`config.mk`:
```
export PLATFORM = sky130hd
export DESIGN_NAME = ucc_state_monitor
export DESIGN_NICKNAME = d
export VERILOG_FILES = /design/src/rtl/ucc_state_monitor.sv
export SDC_FILE = /design/constraint.sdc
export NUM_CORES = 1
export LEC_CHECK = 0
export ABC_AREA = 1
export CORE_AREA = 8 8 91 93
export CTS_BUF_LIST = sky130_fd_sc_hd__clkbuf_4
export CTS_CLUSTER_DIAMETER = 60
export DETAILED_ROUTE_END_ITERATION = 8
export DIE_AREA = 0 0 99 101
export HOLD_SLACK_MARGIN = 0.05
export MAX_ROUTING_LAYER = met4
export PLACE_DENSITY = 0.51
export SYNTH_ARGS = -nofsm -noshare
export SYNTH_HDL_FRONTEND = slang
export SYNTH_SLANG_ARGS = --single-unit
```
`constraint.sdc`:
```
create_clock -name clk -period 2.7 [get_ports clk]
set_input_delay 0.675 -clock clk [delete_from_list [all_inputs] [get_ports clk]]
set_output_delay 0.675 -clock clk [all_outputs]
set_load 0.01 [all_outputs]
```
`src/rtl/ucc_state_monitor.sv`:
```
// Tracks PC against the UCC region: classifies each PC, runs the notUCC/inUCC/IRQ/RST
// machine with a watchdog, latches the outside caller's return address and raises a reset request.
module ucc_state_monitor #(
  parameter logic [15:0] UCC_MIN       = 16'hE000,
  parameter logic [15:0] UCC_MAX       = 16'hE0FF,
  parameter logic [15:0] UCC_ENTRY     = 16'hE000,
  parameter logic [15:0] RESET_HANDLER = 16'h0000,
  parameter int          MAX_CYCLES    = 1024,
  parameter bit          IRQ_ALLOWED   = 1'b0
) (
  input  logic        clk,
  input  logic        system_reset_n,
  input  logic [15:0] pc,
  input  logic        call_valid,
  input  logic [2:0]  call_len,
  input  logic        irq_taken,
  output logic [1:0]  ucc_state,
  output logic        outside_ucc,
  output logic [15:0] op_dest,
  output logic        reset
);

  typedef enum logic [1:0] {
    NOT_UCC = 2'b00,
    IN_UCC  = 2'b01,
    IRQ     = 2'b10,
    RST     = 2'b11
  } state_t;

  localparam logic [10:0] WDOG_LAST = 11'(MAX_CYCLES - 1);

  state_t      state, state_nxt;
  logic [10:0] wdog, wdog_nxt;

  always_ff @(posedge clk) begin
    if (!system_reset_n) begin
      state   <= NOT_UCC;
      wdog    <= '0;
      op_dest <= '0;
      reset   <= 1'b0;
    end else begin
      state <= state_nxt;
      wdog  <= wdog_nxt;
      reset <= (state_nxt == RST);
      // Only calls made from outside the region name a valid return target.
      if (call_valid && outside_ucc)
        op_dest <= pc + {13'd0, call_len};
    end
  end

  always_comb begin
    state_nxt = state;
    wdog_nxt  = wdog;
    case (state)
      NOT_UCC: begin
        if (!outside_ucc && pc != UCC_ENTRY)
          state_nxt = RST;
        else if (pc == UCC_ENTRY) begin
          state_nxt = IN_UCC;
          wdog_nxt  = '0;
        end
      end
      IN_UCC: begin
        if (wdog == WDOG_LAST)
          state_nxt = RST;
        else if (irq_taken)
          state_nxt = IRQ_ALLOWED ? IRQ : RST;
        else if (outside_ucc)
          state_nxt = NOT_UCC;
        else if (wdog != '1)
          wdog_nxt = wdog + 11'd1;
      end
      // Returning from the handler resumes the same watchdog budget.
      IRQ: begin
        if (!outside_ucc)
          state_nxt = IN_UCC;
      end
      RST: begin
        if (pc == RESET_HANDLER)
          state_nxt = NOT_UCC;
      end
      default: state_nxt = NOT_UCC;
    endcase
  end

  always_comb begin
    outside_ucc = (pc < UCC_MIN) || (pc > UCC_MAX);
    ucc_state   = state;
  end

endmodule

```
==> results.md <==
Status
* run status: completed

Route
* Antenna Nets Post-Route: 0
* remaining design rule violation count: 0
* final WL: 5470 um
* total via count after detailed routing: 2094
* number of search-and-repair iterations in the first detailed-routing pass: 4
* via density per instance: 4.65
* initial detailed-routing violation count: 93
* detail-routed net length per standard cell: 12.2 um

Clocking
* TritonCTS buffer count: 5
* number of H-tree levels: 2
* quantity of hold-fixing buffers added after cts: 0
* clock transition at the register clock pins on the worst setup and hold paths after CTS: 100 ps
* TritonCTS clock tree: built
* Clock Path Buffers: 2
* Skew-Pair Late Insertion Delay: 330 ps
* CTS Root Buffer Type: sky130_fd_sc_hd__clkbuf_4
* total number of clock tree sinks: 30
* post-CTS repair timing setup buffer count: 0

Power
* peak ir drop on the vdd network: 0.108 mV
* Leak Pwr: 1.13 nW
* PwrDens: 352 mW/mm^2

Worst setup path
* delay of the slowest critical-path stage: 490 ps
* data required time at the worst endpoint: 2030 ps
* cells traversed along the worst timing path: clkdlybuf4s50_1 -> inv_2 -> nor2_2 -> nand2_2 -> nor2_8 -> inv_1 -> dlygate4sd2_1
* type of origin of the critical path: primary input
* slowest library cell on the worst path: sky130_fd_sc_hd__clkdlybuf4s50_1
* critical setup path kind: primary input to output pin
* critical path data arrival time: 1810 ps
* kind of end point of the critical path: output pin
* highest fanout seen on the critical path: 2

Synthesis
* top post-synthesis cells by count: 63 x sky130_fd_sc_hd__nand2_1, 43 x sky130_fd_sc_hd__inv_1, 41 x sky130_fd_sc_hd__nor2_1
* Netlist Area Pre-Place: 0.00200 mm^2
* top-area cell type share of the netlist area: 30.0%
* synthesis warning total: 0
* share of flip-flops with an asynchronous set or reset after synthesis: 0%
* number of enable flip-flop cells after synthesis: 0
* mean cell area of the mapped netlist: 6.53 um^2
* most common cell in the synthesized netlist: sky130_fd_sc_hd__nand2_1
* part of the Yosys area used for sequential elements: 30.0%
* top post-synthesis cells by area: sky130_fd_sc_hd__dfxtp_1 30%, sky130_fd_sc_hd__nand2_1 12%, sky130_fd_sc_hd__inv_1 8.1%, sky130_fd_sc_hd__nor2_1 7.7%, sky130_fd_sc_hd__nand3_1 6.8%
* number of nets in the synthesized netlist: 334
* Distinct cells, synth: 31
* flip-flop cell with the highest count after synthesis: sky130_fd_sc_hd__dfxtp_1
* #FFs+latches synth: 30
* synthesized instance count: 306
* Synth area leader: sky130_fd_sc_hd__dfxtp_1

Timing
* part of the cycle the worst path needs: 92.2%
* final setup violation count: 0
* number of hold-slack violations in the final timing report: 0
* post-route clock skew: 10.3 ps
* total count of max-transition violations in the final report: 0
* Max-slew headroom: 66.6%
* setup repair after global routing missed its margin: no
* slew at the pin closest to its max-slew limit: 500 ps
* TNS Setup: 0 ps
* maximum frequency from static timing analysis: 402 MHz
* final worst path period need: 2490 ps
* hold_ws: 494 ps

Layout
* layout cell share with drive strength beyond 1: 12.0%
* Area growth, synth to finish: 34.0%
* final design utilization: 38.6%
* number of nets at the end of the flow: 394
* count of filler cells inserted in the layout: 732

Placement
* quantity of I/O buffers inserted on ports: 42
* post-detailed-placement half-perimeter wirelength: 4320 um
* final weighted congestion in routability-driven placement: 0.824

GRT
* initial antenna violation count: 1
* via count of the first global-routing pass: 2072
* largest net degree at the start of global routing: 29
* wire length of the first global-routing pass: 9560 um
* Remaining Overflow, GRT: 0
* GRT Total Usage: 12.1%

Die
* die area: 0.0100 mm^2
* die extent in x: 99 um
* Die Height: 101 um
* Initial Util: 28.8%
* Core Footprint: 0.00694 mm^2
* standard-cell row count: 31
* I/O pin count: 43

Worst hold path
* worst min-delay path category: register to register

Job
* number of max-cap violations: 0

==> timing repair <==
action	4_1_cts	5_1_grt
setup endpoints to repair	1	0
hold endpoints to repair	0	0
resized for setup	1	0
==> worst paths after layout <==
path / startpoint / endpoint / slack, ps / cells past startpoint
hold / removal: wdog[10] / wdog[10] / 490 / 2
hold reg to reg: wdog[10] / wdog[10] / 490 / 2
setup reg to reg: wdog[0] / wdog[7] / 840 / 9
setup / recovery: pc[13] / outside_ucc / 210 / 7
==> area by class of cell <==
cell class / instances / area, um^2 / share of cell area, %
multi-input combinational: 223 / 1180 / 43.9
clock buffer: 6 / 45.0 / 1.68
sequential: 30 / 601 / 22.4
timing repair buffer: 61 / 574 / 21.4
inverter: 45 / 169 / 6.30
antenna: 1 / 2.50 / 0.0934
tap: 82 / 103 / 3.83
clock inverter: 2 / 8.76 / 0.327
==> per-stage QoR <==
step | setup WS (ps) | cells | instance area [um^2] | power, mW
detailed placement | -61.0 | 441 | 2630 | 0.688
global placement | -19.2 | 441 | 2630 | 0.688
global route | 86.8 | 450 | 2680 | 1.00
floorplan | 546 | 306 | 2000 | 0.565
CTS | 187 | 449 | 2680 | 0.966
finish | 211 | 450 | 2680 | 0.944
==> routing by layer <==
metal  vias to the layer above  routed length [um]  global-route usage [%]
met3                         6                 168                    2.35
met5                         -                   0                       -
met1                       936                2710                    14.4
li1                       1105                   -                       -
met4                         0                  68                    4.72
met2                        47                2530                    19.9
==> power by group <==
part	internal [mW]	total [mW]	switching [mW]
Sequential	0.461	0.472	0.0108
Combinational	0.107	0.203	0.0953
Clock	0.108	0.269	0.162
==> critical path, delay by kind of cell <==
family | cells | cell delay (ps)
buf+inv | 4 | 870
simple gates | 3 | 270
==> logic make-up (layout without fill, tap and decap cells) <==
logic type	after synthesis	after routing	synth area share (%)
other cells	0	1	0
flops	30	30	30.0
simple gates	168	168	40.4
xor+xnor	11	11	4.82
buf+inv	53	114	11.1
fa+ha+maj	5	5	3.50
compound gates	39	39	10.1
==> sequential cells by signal, indices dropped and copies added, names as in the netlist <==
name / cells
wdog: 11
reset: 1
op_dest: 16
ucc_state: 2
==> placed cells by master, fill, tap and decap left out, drive strengths merged <==
master and instances:
a21oi 21, buf 19, clkbuf 6, clkdlybuf4s50 41
clkinv 2, dfxtp 30, diode 1, dlygate4sd2 1
fa 1, ha 4, inv 45, nand2 68
nand3 31, nand3b 1, nand4 13, nor2 46
nor3 5, nor4 1, o211ai 1, o21ai 15
o21bai 2, or2 3, xnor2 3, xor2 8
(Power assumes the default switching activity.)
